==> src/rtl/mips_bus_master.sv <==
// Bridges a MIPS core load/store request onto a word-addressed bus with byte enables,
// waitrequest stalls, one-cycle-late read data, lane extraction and sign/zero extension.
module mips_bus_master #(
  parameter int unsigned WAIT_LIMIT = 0
) (
  input  logic        clk,
  input  logic        reset,
  // Core side. Handshake: a request transfers on a rising edge where req_valid && req_ready;
  // resp_valid is a single-cycle pulse with resp_rdata/resp_err valid alongside it.
  input  logic        req_valid,
  output logic        req_ready,
  input  logic        req_write,
  input  logic [31:0] req_addr,
  input  logic [1:0]  req_size,
  input  logic        req_signed,
  input  logic [31:0] req_wdata,
  output logic        resp_valid,
  output logic [31:0] resp_rdata,
  output logic        resp_err,
  // Bus side
  output logic [31:0] address,
  output logic        write,
  output logic        read,
  input  logic        waitrequest,
  output logic [31:0] writedata,
  output logic [3:0]  byteenable,
  input  logic [31:0] readdata,
  // Debug: current FSM state (0 IDLE, 1 BUS, 2 RDATA, 3 RESP)
  output logic [1:0]  dbg_state
);

  typedef enum logic [1:0] {
    IDLE  = 2'd0,
    BUS   = 2'd1,
    RDATA = 2'd2,
    RESP  = 2'd3
  } state_e;

  localparam int unsigned CNT_W = (WAIT_LIMIT > 1) ? $clog2(WAIT_LIMIT) : 1;
  localparam logic [CNT_W-1:0] LIMIT_M1 = CNT_W'(WAIT_LIMIT - 1);

  state_e            state_q, state_d;
  logic [31:0]       addr_q, addr_d;
  logic [1:0]        size_q, size_d;
  logic              signed_q, signed_d;
  logic              wr_q, wr_d;
  logic [3:0]        be_q, be_d;
  logic [31:0]       wdata_q, wdata_d;
  logic [31:0]       rdata_q, rdata_d;
  logic              err_q, err_d;
  logic [CNT_W-1:0]  wait_cnt_q, wait_cnt_d;

  logic              req_bad;
  logic [3:0]        req_be;
  logic [31:0]       req_wdata_rep;
  logic [7:0]        rd_byte;
  logic [15:0]       rd_half;
  logic [31:0]       load_ext;

  // Request decode: alignment check, lane enables and lane-replicated store data.
  always_comb begin
    req_bad       = 1'b0;
    req_be        = 4'b0000;
    req_wdata_rep = req_wdata;
    case (req_size)
      2'b00: begin
        req_be        = 4'b0001 << req_addr[1:0];
        req_wdata_rep = {4{req_wdata[7:0]}};
      end
      2'b01: begin
        req_bad       = req_addr[0];
        req_be        = req_addr[1] ? 4'b1100 : 4'b0011;
        req_wdata_rep = {2{req_wdata[15:0]}};
      end
      2'b10: begin
        req_bad = (req_addr[1:0] != 2'b00);
        req_be  = 4'b1111;
      end
      default: req_bad = 1'b1;
    endcase
  end

  // Load path: pick the addressed lane(s) out of readdata and extend.
  always_comb begin
    rd_byte  = 8'h00;
    rd_half  = addr_q[1] ? readdata[31:16] : readdata[15:0];
    load_ext = readdata;
    case (addr_q[1:0])
      2'b00:   rd_byte = readdata[7:0];
      2'b01:   rd_byte = readdata[15:8];
      2'b10:   rd_byte = readdata[23:16];
      default: rd_byte = readdata[31:24];
    endcase
    case (size_q)
      2'b00:   load_ext = {{24{signed_q & rd_byte[7]}}, rd_byte};
      2'b01:   load_ext = {{16{signed_q & rd_half[15]}}, rd_half};
      default: load_ext = readdata;
    endcase
  end

  always_comb begin
    state_d    = state_q;
    addr_d     = addr_q;
    size_d     = size_q;
    signed_d   = signed_q;
    wr_d       = wr_q;
    be_d       = be_q;
    wdata_d    = wdata_q;
    rdata_d    = rdata_q;
    err_d      = err_q;
    wait_cnt_d = wait_cnt_q;
    case (state_q)
      IDLE: begin
        if (req_valid) begin
          addr_d     = req_addr;
          size_d     = req_size;
          signed_d   = req_signed;
          wr_d       = req_write;
          be_d       = req_be;
          wdata_d    = req_wdata_rep;
          rdata_d    = 32'h0;
          err_d      = req_bad;
          wait_cnt_d = '0;
          state_d    = req_bad ? RESP : BUS;
        end
      end
      BUS: begin
        if (!waitrequest) begin
          state_d = wr_q ? RESP : RDATA;
        end else if ((WAIT_LIMIT != 0) && (wait_cnt_q == LIMIT_M1)) begin
          // Responder stalled too long: give up on this transfer.
          err_d   = 1'b1;
          state_d = RESP;
        end else begin
          wait_cnt_d = wait_cnt_q + 1'b1;
        end
      end
      RDATA: begin
        rdata_d = load_ext;
        state_d = RESP;
      end
      default: state_d = IDLE;
    endcase
  end

  always_ff @(posedge clk) begin
    if (reset) begin
      state_q    <= IDLE;
      addr_q     <= 32'h0;
      size_q     <= 2'b00;
      signed_q   <= 1'b0;
      wr_q       <= 1'b0;
      be_q       <= 4'b0000;
      wdata_q    <= 32'h0;
      rdata_q    <= 32'h0;
      err_q      <= 1'b0;
      wait_cnt_q <= '0;
    end else begin
      state_q    <= state_d;
      addr_q     <= addr_d;
      size_q     <= size_d;
      signed_q   <= signed_d;
      wr_q       <= wr_d;
      be_q       <= be_d;
      wdata_q    <= wdata_d;
      rdata_q    <= rdata_d;
      err_q      <= err_d;
      wait_cnt_q <= wait_cnt_d;
    end
  end

  assign req_ready  = (state_q == IDLE);
  assign read       = (state_q == BUS) && !wr_q;
  assign write      = (state_q == BUS) && wr_q;
  assign address    = {addr_q[31:2], 2'b00};
  assign writedata  = wdata_q;
  assign byteenable = be_q;
  assign resp_valid = (state_q == RESP);
  assign resp_err   = resp_valid && err_q;
  assign resp_rdata = resp_valid ? rdata_q : 32'h0;
  assign dbg_state  = state_q;

endmodule

==> config.mk <==
export PLATFORM = sky130hd
export DESIGN_NAME = mips_bus_master
export DESIGN_NICKNAME = d
export VERILOG_FILES = /design/src/rtl/mips_bus_master.sv
export SDC_FILE = /design/constraint.sdc
export NUM_CORES = 1
export LEC_CHECK = 0
export ABC_AREA = 0
export BUFFER_PORTS_ARGS = -buffer_cell sky130_fd_sc_hd__buf_2
export CELL_PAD_IN_SITES_DETAIL_PLACEMENT = 0
export CELL_PAD_IN_SITES_GLOBAL_PLACEMENT = 2
export CORE_ASPECT_RATIO = 1.5
export CORE_MARGIN = 2
export CORE_UTILIZATION = 29
export CTS_BUF_LIST = sky130_fd_sc_hd__clkbuf_8
export DETAILED_ROUTE_END_ITERATION = 7
export PLACE_DENSITY_LB_ADDON = 0.1
export SLEW_MARGIN = 15
export SYNTH_ARGS = -nofsm -noshare
export SYNTH_HDL_FRONTEND = slang
export SYNTH_SLANG_ARGS = --single-unit
==> constraint.sdc <==
create_clock -name clk -period 3.76 [get_ports clk]
set_clock_uncertainty 0.2 [all_clocks]
set_input_delay 0 -clock clk [delete_from_list [all_inputs] [get_ports clk]]
set_output_delay 0 -clock clk [all_outputs]
set_load 0.05 [all_outputs]
==> Implementation_results.wiki, run 1 <==
{| class="wikitable"
! Metric !! Value
|-
| Share of synthesized cell area in full adder, half adder and majority cells || 0.946%
|-
| Global-route wire length before repair || 29,300 um
|-
| Wire length on met1 || 7240 um
|-
| Met3 Routed Length || approximately 920 um
|-
| Clock transition at the registers of the reported paths || 0.11 ns
|-
| Clock tree from TritonCTS || built
|-
| Residual antenna-violating net count after detailed routing || 0
|-
| Total Neg Setup Slack || 0 ns
|-
| Iteration-0 DRC count of the detailed router || 214
|-
| Post-synth top area share || 40.5%
|-
| Die area || about 19,000 um2
|-
| Required time worst endpoint || 3.89 ns
|-
| Antenna diode count || 0
|-
| Synth async-reset ratio || 0%
|-
| Pre-antenna DRT Iters || 4
|-
| Complex-gate fraction of the synthesized area || 21.6%
|-
| Fraction of layout cells with a size suffix above 1 || 26.2%
|-
| Total count of hold-check failures in the final report || 0
|-
| Cell leakage power || 3.41 nW
|-
| Average wire per standard cell || 16.4 um
|-
| Clock period minus worst slack || 3.50 ns
|-
| Post-layout nets || ~1,000
|-
| Final setup fails || 0
|-
| Effective utilization at floorplan || between 20 and 30%
|-
| Proportion of synthesized chip area in sequential cells || 40.5%
|-
| Pins Over Slew Limit || 0
|-
| Count of distinct cell types in the synthesized netlist || 46
|-
| Die boundary height || 169 um
|-
| Count of H-tree levels built during CTS || 3
|-
| CTS-repair resized insts || 0
|-
| Post-route clock period utilization || 93.2%
|-
| Hold-critical path endpoint || size_q[1]$_SDFFE_PP0P_
|-
| Layout-stage area growth over the synthesis result || 44.2%
|-
| Worst Hold Depth || 3
|-
| Slowest library cell on the worst path || nor3b_2
|-
| Worst-margin pin slew || about 1.1 ns
|-
| Maximum resistive drop on vdd || 0.298 mV
|-
| Post-synth EDFFs || 0
|-
| CTS Root Cell || clkbuf_8
|-
| Utilization after layout || 42.5%
|-
| Core Box Area || 17,900 um2
|-
| Type of the worst setup path || reg2reg
|-
| Cell family contributing the most delay on the critical path || buffers and inverters
|-
| Final Wtd Congestion || 0.786
|-
| Setup crit end kind || flop
|-
| Cell area after synthesis || roughly 5300 um2
|-
| Clk sinks || 107
|-
| Post-Layout Inst Area || 7630 um2
|-
| Source of the worst register-to-register timing path || dbg_state[0]$_SDFFE_PP0P_
|-
| Max Cap Violations || 0
|-
| Relative max-transition margin || 25.5%
|-
| Top layer in use || met4
|-
| CTS max path bufs || 2
|-
| Cell chain of the critical path || inv_1, ha_1, nor2b_1, nor3b_2, o31ai_1, dlygate4sd3_1, o21ai_1, dlygate4sd3_1
|-
| Classification of the worst-slack hold path || in2reg
|-
| Fraction of synthesized area in multiplexers || 5.51%
|-
| Pin count of the biggest net entering global routing || 96
|-
| Depth of the critical timing path with buffers and inverters included || 8
|-
| Met2 wire length || slightly above 10,000 um
|-
| Horizontal die dimension || 114 um
|-
| Dominant combinational cell family by area after synthesis || compound AO/OA/AOI/OAI gates
|-
| Hpwl dp || 13,000 um
|-
| Vias in the first global route || ~5,700
|-
| Buffers added on ports || 208
|-
| Critical R2R Capture || rdata_q[0]$_SDFFE_PP0P_
|-
| Critical Path Most Common Cell || dlygate4sd3_1
|-
| Synth warn || 0
|-
| Outcome || complete, no violations
|-
| Post-layout total power || 3.93 mW
|-
| Total routed wirelength || 19,000 um
|-
| Clock insertion delay at the later pin of the skew report || 0.40 ns
|-
| Start point of the worst hold path || req_size[1]
|-
| Congestion Overflow GR || 0
|-
| Highest net fanout along the worst path || 14
|-
| FILL cells || 1,892
|-
| Leading post-synthesis cells by cell area || dfxtp_1 (41%), nand2_1 (10%), a21oi_1 (7.8%)
|-
| Type of origin of the critical path || flop
|-
| Timing-limited maximum frequency || 285 MHz
|-
| Placed Instance Area || a little over 6000 um2
|-
| Vias || 5,581
|-
| Worst Path Buf+Inv || 3
|-
| Per-instance average area after synthesis || between 7 and 8 um2
|-
| Biggest area consumer among synthesized cells || dfxtp_1
|-
| Top FF cell, synth || dfxtp_1
|-
| Synthesized instance count || 667
|-
| Num CTS Buffers || 9
|-
| Unrepaired setup endpoints after global routing || false
|-
| Flip-flop and latch count after synthesis || 107
|-
| I/O pins || 211
|-
| Synth Area in XOR/XNOR || 0%
|-
| Overall global routing resource usage || 19.4%
|-
| Max stage delay on crit path || 0.75 ns
|-
| Synthesized-area fraction occupied by and/or/nand/nor cells || 21.2%
|-
| Number of antenna violations at the first check in global routing || 0
|-
| Flop-to-flop setup slack || 0.26 ns
|-
| Via density per instance || 4.82
|-
| Number of standard-cell rows in the floorplan || 60
|-
| Count of unresolved DRC violations after routing || 0
|-
| Power density over the cells || 516 nW/um2
|-
| Cell count of the worst reg-to-reg path || 8
|-
| Crit path DAT || 3.64 ns
|}
-- logic make-up (layout without fill, tap and decap cells) --
group	count (synthesis)	after routing
other cells	1	2
buf+inv	97	369
fa+ha+maj	4	4
simple gates	242	242
mux	27	27
compound gates	189	189
flops	107	107
-- cells in the mapped netlist (all sizes together), types with 2 or more instances --
library cell	instances
a21oi	82
a311oi	8
o211ai	6
mux2i	20
nand3b	7
o31ai	6
inv	11
or3	8
o21ai	42
a22oi	17
a211oi	10
ha	4
mux2	7
and3	7
o22ai	3
nor3b	2
and2	36
nor2	25
nand2	142
nor2b	7
clkbuf	25
nand2b	4
nand3	2
a221oi	7
dfxtp	107
buf	61
-- metrics by stage --
| step | cells | hold WS (ns) | setup WS (ns) |
|---|---|---|---|
| 6_report | 1157 | 0.0316 | 0.256 |
| 5_1_grt | 1157 | 0.0803 | 0.00921 |
| 4_1_cts | 1157 | 0.0238 | 0.275 |
| 3_5_place_dp | 1015 | 0.0478 | 1.28 |
| 3_3_place_gp | 1015 | 0.0406 | 1.41 |
| 2_1_floorplan | 668 | -0.0640 | 1.36 |
-- area by class of cell --
cell class / instances / area (um2) / share of cell area (%)
multi-input combinational: 464 / 2620 / 34.4
clock inverter: 6 / 50.0 / 0.656
tap: 217 / 272 / 3.56
clock buffer: 10 / 138 / 1.80
sequential: 107 / 2140 / 28.1
timing repair buffer: 342 / 2360 / 31.0
inverter: 11 / 41.3 / 0.541
-- sequential cells by signal (all words and copies together) (netlist names), 2 cells and up --
signal      flops
addr_q         32
byteenable      4
dbg_state       2
rdata_q        32
size_q          2
writedata      32
-- cells in the final DEF (no fill, tap or decap), drive strengths merged, types with 3 or more instances in the layout --
| master | n |
|---|---|
| a211oi | 10 |
| a21oi | 82 |
| a221oi | 7 |
| a22oi | 17 |
| a311oi | 8 |
| and2 | 36 |
| and3 | 7 |
| buf | 216 |
| clkbuf | 10 |
| clkinv | 4 |
| dfxtp | 107 |
| dlygate4sd3 | 126 |
| ha | 4 |
| inv | 13 |
| mux2 | 7 |
| mux2i | 20 |
| nand2 | 142 |
| nand2b | 4 |
| nand3b | 7 |
| nor2 | 25 |
| nor2b | 7 |
| o211ai | 6 |
| o21ai | 42 |
| o22ai | 3 |
| o31ai | 6 |
| or3 | 8 |
-- repair_timing --
| item | in CTS | in global routing |
|---|---|---|
| setup endpoints to repair | 0 | 0 |
| hold buffers | 126 | 0 |
| setup buffers | 0 | 0 |
| endpoints found under the hold margin | 106 | 0 |
-- worst max path at each step --
stage | startpoint | end | slack [ns]
after floorplan | dbg_state[0]$_SDFFE_PP0P_ | writedata[24]$_SDFFE_PP0P_ | 1.36
after global placement | dbg_state[0]$_SDFFE_PP0P_ | writedata[19]$_SDFFE_PP0P_ | 1.41
after detailed placement | dbg_state[1]$_SDFFE_PP0P_ | writedata[19]$_SDFFE_PP0P_ | 1.28
after CTS | dbg_state[0]$_SDFFE_PP0P_ | rdata_q[0]$_SDFFE_PP0P_ | 0.28
after global routing | dbg_state[0]$_SDFFE_PP0P_ | rdata_q[0]$_SDFFE_PP0P_ | 0.009
final | dbg_state[0]$_SDFFE_PP0P_ | rdata_q[0]$_SDFFE_PP0P_ | 0.26
-- power breakdown --
part / internal (mW) / switching, mW
combinational: 0.539 / 1.24
sequential: 1.32 / 0.125
clock: 0.267 / 0.441
total: 2.13 / 1.81
-- per-layer routing --
metal,global-route usage [%],vias up
met5,0,-
met4,9.92,0
met3,3.46,28
met2,35.8,154
met1,20.9,2609
li1,-,2790
-- worst min-delay path, stage by stage --
cell	delay, ns
buf_2	0.35
nand2_1	0.17
a21oi_1	0.07
No activity file was read; power rests on OpenSTA's default activity.
==> run 2, diff against run 1 <==
--- a/config.mk
+++ b/config.mk
@@ -13,9 +13,12 @@
 export CORE_MARGIN = 2
 export CORE_UTILIZATION = 29
 export CTS_BUF_LIST = sky130_fd_sc_hd__clkbuf_8
+export CTS_CLUSTER_SIZE = 28
 export DETAILED_ROUTE_END_ITERATION = 7
 export PLACE_DENSITY_LB_ADDON = 0.1
+export REMOVE_ABC_BUFFERS = 1
 export SLEW_MARGIN = 15
 export SYNTH_ARGS = -nofsm -noshare
 export SYNTH_HDL_FRONTEND = slang
 export SYNTH_SLANG_ARGS = --single-unit
+export TNS_END_PERCENT = 10
==> Implementation_results.wiki, run 2 (synthesis gave the netlist of run 1 again) <==
{| class="wikitable"
! Metric !! Value
|-
| Outcome || finished with violations (was complete, no violations)
|-
| Violated checks || negative hold slack
|-
| Cell internal pwr || 2.16 mW (was 2.13 mW)
|-
| Met2 wire length || 9470 um (was 10,200 um)
|-
| Total routed wirelength || 18,100 um (was 19,000 um)
|-
| Final Wtd Congestion || 0.768 (was 0.786)
|-
| Clk sinks || 107 (unchanged)
|-
| Cell chain of the critical path || inv_1, ha_1, nor2b_1, nor3b_4, o31ai_1, dlygate4sd3_1, o21ai_1, dlygate4sd3_1 (was inv_1, ha_1, nor2b_1, nor3b_2, o31ai_1, dlygate4sd3_1, o21ai_1, dlygate4sd3_1)
|-
| Pins Over Slew Limit || 0 (unchanged)
|-
| Fraction of layout cells with a size suffix above 1 || 25.9% (was 26.2%)
|-
| Total Neg Setup Slack || 0 ns (unchanged)
|-
| Clock tree from TritonCTS || built (unchanged)
|-
| I/O pins || 211 (unchanged)
|-
| Met3 Routed Length || 1010 um (was 917 um)
|-
| Type of origin of the critical path || flop (unchanged)
|-
| Max stage delay on crit path || 0.61 ns (was 0.75 ns)
|-
| Average wire per standard cell || 15.3 um (was 16.4 um)
|-
| Source of the worst register-to-register timing path || dbg_state[0]$_SDFFE_PP0P_ (unchanged)
|-
| Buffers added on ports || 208 (unchanged)
|-
| FILL cells || 1,899 (was 1,892)
|-
| Post-CTS setup repair buffer count || 0 (unchanged)
|-
| Sequential standard cell area || 2140 um2 (unchanged)
|-
| Source of the critical timing path || dbg_state[0]$_SDFFE_PP0P_ (unchanged)
|-
| Unrepaired setup endpoints after global routing || false (unchanged)
|-
| Overall global routing resource usage || 18.8% (was 19.4%)
|-
| Effective utilization at floorplan || 29.5% (unchanged)
|-
| Pre-antenna DRT Iters || 5 (was 4)
|-
| Post-layout nets || 1,068 (was 1,043)
|-
| Post-route clock period utilization || 87.9% (was 93.2%)
|-
| Residual antenna-violating net count after detailed routing || 0 (unchanged)
|-
| Psw || 1.82 mW (was 1.81 mW)
|-
| Count of unresolved DRC violations after routing || 0 (unchanged)
|-
| Pin count of the biggest net entering global routing || 64 (was 96)
|-
| Total count of hold-check failures in the final report || 9 (was 0)
|-
| Max Cap Violations || 0 (unchanged)
|-
| Clock period minus worst slack || 3.31 ns (was 3.50 ns)
|-
| CTS max path bufs || 2 (unchanged)
|-
| Worst-margin pin slew || 0.863 ns (was 1.12 ns)
|-
| Via density per instance || 4.81 (was 4.82)
|-
| Required time worst endpoint || 3.90 ns (was 3.89 ns)
|-
| Setup crit end kind || flop (unchanged)
|-
| Top library cells by usage in the layout, fill and taps aside || buf_2 (207), dlygate4sd3_1 (150), nand2_1 (141) (was buf_2 (207), nand2_1 (141), dlygate4sd3_1 (126))
|-
| Relative max-transition margin || 42.3% (was 25.5%)
|-
| Horizontal die dimension || 114 um (unchanged)
|-
| Maximum resistive drop on vdd || 0.269 mV (was 0.298 mV)
|-
| Critical Path Most Common Cell || dlygate4sd3_1 (unchanged)
|-
| Timing-limited maximum frequency || 302 MHz (was 285 MHz)
|-
| Iteration-0 DRC count of the detailed router || 242 (was 214)
|-
| Most common cell after layout, fill and taps aside || buf_2 (unchanged)
|-
| Antenna diode count || 0 (unchanged)
|-
| Count of H-tree levels built during CTS || 3 (unchanged)
|-
| Congestion Overflow GR || 0 (unchanged)
|-
| Post-Place Setup Slack || 1.36 ns (was 1.28 ns)
|-
| Num CTS Buffers || 9 (unchanged)
|-
| Fraction of power spent switching nets || 45.8% (was 45.9%)
|-
| Start point of the worst hold path || req_valid (was req_size[1])
|-
| Share of power burned in combinational logic || 46.2% (was 45.2%)
|-
| Slowest library cell on the worst path || dlygate4sd3_1 (was nor3b_2)
|-
| Smallest setup slack after layout || 0.453 ns (was 0.256 ns)
|-
| Proportion of power drawn by the clock network || 17.8% (was 18.0%)
|-
| Vias || 5,688 (was 5,581)
|-
| Die boundary height || 169 um (unchanged)
|-
| Global-route wire length before repair || 28,900 um (was 29,300 um)
|-
| Power density over the cells || 504 nW/um2 (was 516 nW/um2)
|-
| Vias in the first global route || 5,740 (was 5,748)
|-
| Top layer in use || met4 (unchanged)
|-
| Hpwl dp || 12,200 um (was 13,000 um)
|-
| Clock insertion delay at the later pin of the skew report || 0.39 ns (was 0.40 ns)
|-
| CTS Root Cell || clkbuf_8 (unchanged)
|-
| Crit path DAT || 3.44 ns (was 3.64 ns)
|-
| Cell family contributing the most delay on the critical path || buffers and inverters (unchanged)
|-
| Cell leakage power || 3.57 nW (was 3.41 nW)
|-
| Clock transition at the registers of the reported paths || 0.12 ns (was 0.11 ns)
|-
| Number of standard-cell rows in the floorplan || 60 (unchanged)
|-
| Worst Path Buf+Inv || 3 (unchanged)
|-
| Core Box Area || 17,900 um2 (unchanged)
|-
| Type of the worst setup path || reg2reg (unchanged)
|-
| Area used by multi-input combinational logic || 2630 um2 (was 2620 um2)
|-
| Classification of the worst-slack hold path || in2reg (unchanged)
|-
| Number of antenna violations at the first check in global routing || 0 (unchanged)
|-
| Wire length on met1 || 7170 um (was 7240 um)
|-
| Highest net fanout along the worst path || 14 (unchanged)
|-
| Relative contribution of sequential cells to total power || 36.0% (was 36.8%)
|-
| Layout-stage area growth over the synthesis result || 49.0% (was 44.2%)
|-
| Final setup fails || 0 (unchanged)
|-
| Worst hold margin || -0.0218 ns (was 0.0316 ns)
|-
| Die area || 19,400 um2 (unchanged)
|}
[run 2: worst reg2reg max path, cell delays in order (launching register included)]
cell and delay, ns:
dfxtp_1 0.42, inv_1 0.10, ha_1 0.32, nor2b_1 0.22, nor3b_4 0.55, o31ai_1 0.17, dlygate4sd3_1 0.61, o21ai_1 0.13
dlygate4sd3_1 0.55
[run 2: layout make-up]
class                   instances  share of cell area, %
repair buffers                367                   33.1
multi-input cells             464                   33.4
clock inverters                 7                  0.730
well taps                     217                   3.44
flip-flops and latches        107                   27.2
clock buffers                   9                   1.57
inverters                      11                  0.524
[run 2: worst paths after layout]
path	endpoint	slack, ns	cells past startpoint
worst max-delay path	rdata_q[3]$_SDFFE_PP0P_	0.45	8
worst min-delay path	writedata[31]$_SDFFE_PP0P_	-0.02	4
worst max register to register	rdata_q[3]$_SDFFE_PP0P_	0.45	8
worst min register to register	writedata[24]$_SDFFE_PP0P_	0.26	2
[run 2: power by group through the flow]
stage	sequential, mW	combinational (mW)	clock (mW)
2_1_floorplan	1.98	0.636	0
3_3_place_gp	1.45	1.67	0
3_5_place_dp	1.46	1.68	0
4_1_cts	1.44	1.85	0.742
5_1_grt	1.46	1.99	0.783
6_report	1.43	1.84	0.706
[run 2: through the flow]
stage / util (%) / std cells / instance area (um2) / power [mW]
final: 43.9 / 1182 / 7880 / 3.97
after global routing: 43.9 / 1182 / 7880 / 4.23
after CTS: 43.9 / 1182 / 7870 / 4.03
after detailed placement: 34.5 / 1016 / 6190 / 3.14
after global placement: 34.5 / 1016 / 6190 / 3.12
after floorplan: - / 582 / 4800 / 2.61
[run 2: per-layer routing]
layer  vias to the layer above  GRT usage, %
li1                       2830             -
met1                      2645          20.6
met2                       183          34.7
met3                        30          4.29
met4                         0          6.89
met5                         -             0
[run 2: what timing repair did]
| item | in CTS | in global routing |
|---|---|---|
| hold buffers | 150 | 0 |
| resized for setup | 0 | 1 |
| hold endpoints to repair | 106 | 0 |
| setup endpoints to repair | 0 | 1 |
==> run 3, diff against run 2 <==
--- a/config.mk
+++ b/config.mk
@@ -11,12 +11,13 @@
 export CELL_PAD_IN_SITES_GLOBAL_PLACEMENT = 2
 export CORE_ASPECT_RATIO = 1.5
 export CORE_MARGIN = 2
-export CORE_UTILIZATION = 29
+export CORE_UTILIZATION = 27
 export CTS_BUF_LIST = sky130_fd_sc_hd__clkbuf_8
 export CTS_CLUSTER_SIZE = 28
 export DETAILED_ROUTE_END_ITERATION = 7
 export PLACE_DENSITY_LB_ADDON = 0.1
 export REMOVE_ABC_BUFFERS = 1
+export SETUP_SLACK_MARGIN = 0.4
 export SLEW_MARGIN = 15
 export SYNTH_ARGS = -nofsm -noshare
 export SYNTH_HDL_FRONTEND = slang
==> constraint.sdc (replaced) <==
create_clock -name clk -period 3.3 [get_ports clk]
set_clock_uncertainty 0.2 [all_clocks]
set_input_delay 0 -clock clk [delete_from_list [all_inputs] [get_ports clk]]
set_output_delay 0 -clock clk [all_outputs]
set_load 0.05 [all_outputs]
==> Implementation_results.wiki, run 3 (synthesis gave the netlist of run 1 again) <==
{| class="wikitable"
! Metric !! Value
|-
| Outcome || complete, no violations (was finished with violations)
|-
| Unrepaired setup endpoints after global routing || false (unchanged)
|-
| Max Cap Violations || 0 (unchanged)
|-
| Proportion of power drawn by the clock network || 17.6% (was 17.8%)
|-
| Pins Over Slew Limit || 0 (unchanged)
|-
| CTS max path bufs || 2 (unchanged)
|-
| Placed Instance Area || 6270 um2 (was 6190 um2)
|-
| Global-route wire length before repair || 29,400 um (was 28,900 um)
|-
| Cell internal pwr || 2.49 mW (was 2.16 mW)
|-
| Layout-stage area growth over the synthesis result || 52.3% (was 49.0%)
|-
| Core Box Area || 19,200 um2 (was 17,900 um2)
|-
| Total routed wirelength || 18,600 um (was 18,100 um)
|-
| Crit path DAT || 2.89 ns (was 3.44 ns)
|-
| Post-layout nets || 1,079 (was 1,068)
|-
| Horizontal die dimension || 118 um (was 114 um)
|-
| Flop-to-flop setup slack || 0.55 ns (was 0.45 ns)
|-
| Antenna diode count || 0 (unchanged)
|-
| Post-CTS setup repair buffer count || 0 (unchanged)
|-
| Non-filler cells, final || 1,232 (was 1,182)
|-
| Top library cells by usage in the layout, fill and taps aside || buf_2 (207), dlygate4sd3_1 (160), nand2_1 (141) (was buf_2 (207), dlygate4sd3_1 (150), nand2_1 (141))
|-
| Congestion Overflow GR || 0 (unchanged)
|-
| Type of origin of the critical path || flop (unchanged)
|-
| Die boundary height || 175 um (was 169 um)
|-
| Setup crit end kind || flop (unchanged)
|-
| Num CTS Buffers || 9 (unchanged)
|-
| Clk sinks || 107 (unchanged)
|-
| Dpl cells || 1,056 (was 1,016)
|-
| Fraction of power spent switching nets || 45.5% (was 45.8%)
|-
| Hold-critical path endpoint || size_q[1]$_SDFFE_PP0P_ (was writedata[31]$_SDFFE_PP0P_)
|-
| Worst Hold Depth || 3 (was 4)
|-
| Effective utilization at floorplan || 27.6% (was 29.5%)
|-
| Final setup fails || 0 (unchanged)
|-
| Most common cell after layout, fill and taps aside || buf_2 (unchanged)
|-
| Clock insertion delay at the later pin of the skew report || 0.39 ns (about the same)
|-
| Cell count of the worst reg-to-reg path || 7 (was 8)
|-
| Die area || 20,700 um2 (was 19,400 um2)
|-
| Clock transition at the registers of the reported paths || 0.11 ns (was 0.12 ns)
|-
| Pin count of the biggest net entering global routing || 86 (was 64)
|-
| Average wire per standard cell || 15.1 um (was 15.3 um)
|-
| Worst hold margin || 0.0339 ns (was -0.0218 ns)
|-
| Psw || 2.08 mW (was 1.82 mW)
|-
| Vias || 5,666 (was 5,688)
|-
| Total count of hold-check failures in the final report || 0 (was 9)
|-
| Highest net fanout along the worst path || 12 (was 14)
|-
| Pre-antenna DRT Iters || 4 (was 5)
|-
| Post-Layout Inst Area || 8060 um2 (was 7880 um2)
|-
| Worst-margin pin slew || 0.925 ns (was 0.863 ns)
|-
| Iteration-0 DRC count of the detailed router || 176 (was 242)
|-
| Hpwl dp || 12,300 um (was 12,200 um)
|-
| Relative contribution of sequential cells to total power || 35.9% (was 36.0%)
|-
| Via density per instance || 4.60 (was 4.81)
|-
| Classification of the worst-slack hold path || in2reg (unchanged)
|-
| Vias in the first global route || 5,797 (was 5,740)
|-
| Clock tree from TritonCTS || built (unchanged)
|-
| Fraction of layout cells with a size suffix above 1 || 25.7% (was 25.9%)
|-
| Overall global routing resource usage || 17.6% (was 18.8%)
|-
| Required time worst endpoint || 3.44 ns (was 3.90 ns)
|-
| Count of H-tree levels built during CTS || 3 (unchanged)
|-
| Post-route clock period utilization || 83.4% (was 87.9%)
|-
| Clock period minus worst slack || 2.75 ns (was 3.31 ns)
|-
| Number of standard-cell rows in the floorplan || 62 (was 60)
|-
| Final Wtd Congestion || 0.793 (was 0.768)
|-
| Cell leakage power || 3.64 nW (was 3.57 nW)
|-
| Maximum resistive drop on vdd || 0.279 mV (was 0.269 mV)
|-
| Residual antenna-violating net count after detailed routing || 0 (unchanged)
|-
| I/O pins || 211 (unchanged)
|-
| Share of power burned in combinational logic || 46.5% (was 46.2%)
|-
| CTS Root Cell || clkbuf_8 (unchanged)
|-
| Power density over the cells || 568 nW/um2 (was 504 nW/um2)
|-
| Number of antenna violations at the first check in global routing || 0 (unchanged)
|-
| Relative max-transition margin || 38.2% (was 42.3%)
|-
| Timing-limited maximum frequency || 363 MHz (was 302 MHz)
|-
| Type of the worst setup path || reg2reg (unchanged)
|-
| Count of unresolved DRC violations after routing || 0 (unchanged)
|-
| Buffers added on ports || 208 (unchanged)
|-
| Source of the worst register-to-register timing path || dbg_state[0]$_SDFFE_PP0P_ (unchanged)
|-
| Critical R2R Capture || rdata_q[29]$_SDFFE_PP0P_ (was rdata_q[3]$_SDFFE_PP0P_)
|-
| Start point of the worst hold path || req_size[1] (was req_valid)
|-
| FILL cells || 2,051 (was 1,899)
|}
[run 3: worst max-delay path: stages, from the launching register on]
cell and delay (ns):
dfxtp_1 0.37, inv_1 0.10, ha_1 0.34, mux2i_2 0.51, buf_4 0.30, a22oi_1 0.11
a21oi_1 0.20, dlygate4sd3_1 0.57
[run 3: area by class of cell]
| type | instances | area [um2] | share of cell area [%] |
|---|---|---|---|
| flip-flops and latches | 107 | 2140 | 26.6 |
| well taps | 256 | 320 | 3.98 |
| clock inverters | 7 | 57.6 | 0.715 |
| repair buffers | 378 | 2750 | 34.1 |
| inverters | 11 | 41.3 | 0.513 |
| multi-input cells | 464 | 2620 | 32.6 |
| clock buffers | 9 | 124 | 1.54 |
[run 3: power groups by stage]
stage               logic (mW)  clock network, mW  registers [mW]
finish                    2.13              0.804            1.64
floorplan                0.725                  0            2.25
global route              2.30              0.886            1.68
global placement          1.92                  0            1.67
detailed placement        1.93                  0            1.68
CTS                       2.15              0.845            1.65
[run 3: how the worst max path moves through the flow]
stage	to	slack (ns)	depth (start not counted)	start
after floorplan	writedata[10]$_SDFFE_PP0P_	-0.10	5	dbg_state[0]$_SDFFE_PP0P_
after global placement	byteenable[0]$_SDFFE_PP0P_	1.15	6	dbg_state[0]$_SDFFE_PP0P_
final	rdata_q[29]$_SDFFE_PP0P_	0.55	7	dbg_state[0]$_SDFFE_PP0P_
after CTS	rdata_q[17]$_SDFFE_PP0P_	0.56	7	dbg_state[0]$_SDFFE_PP0P_
after detailed placement	byteenable[3]$_SDFFE_PP0P_	1.09	6	dbg_state[0]$_SDFFE_PP0P_
after global routing	rdata_q[10]$_SDFFE_PP0P_	0.40	8	dbg_state[0]$_SDFFE_PP0P_
[run 3: per-stage QoR]
step                      total power [mW]  setup slack, ns  setup TNS (ns)  util, %
after CTS                             4.64            0.564               0     42.0
after floorplan                       2.98           -0.101           -2.62        -
final                                 4.58            0.549               0     42.0
after global routing                  4.86            0.404               0     42.0
after global placement                3.59             1.15               0     32.7
after detailed placement              3.61             1.09               0     32.7
[run 3: repair_timing]
action,in CTS,in global routing
resized for setup,0,1
hold buffers,160,0
endpoints found under the setup margin,0,2
hold endpoints to repair,107,0
[run 3: layer usage]
metal / part of all wire [%] / GRT usage (%) / up-vias
li1: - / - / 2850
met1: 40 / 19.3 / 2648
met2: 54 / 33.4 / 149
met3: 5.3 / 3.96 / 19
met4: 1.6 / 5.52 / 0
met5: 0 / 0 / -
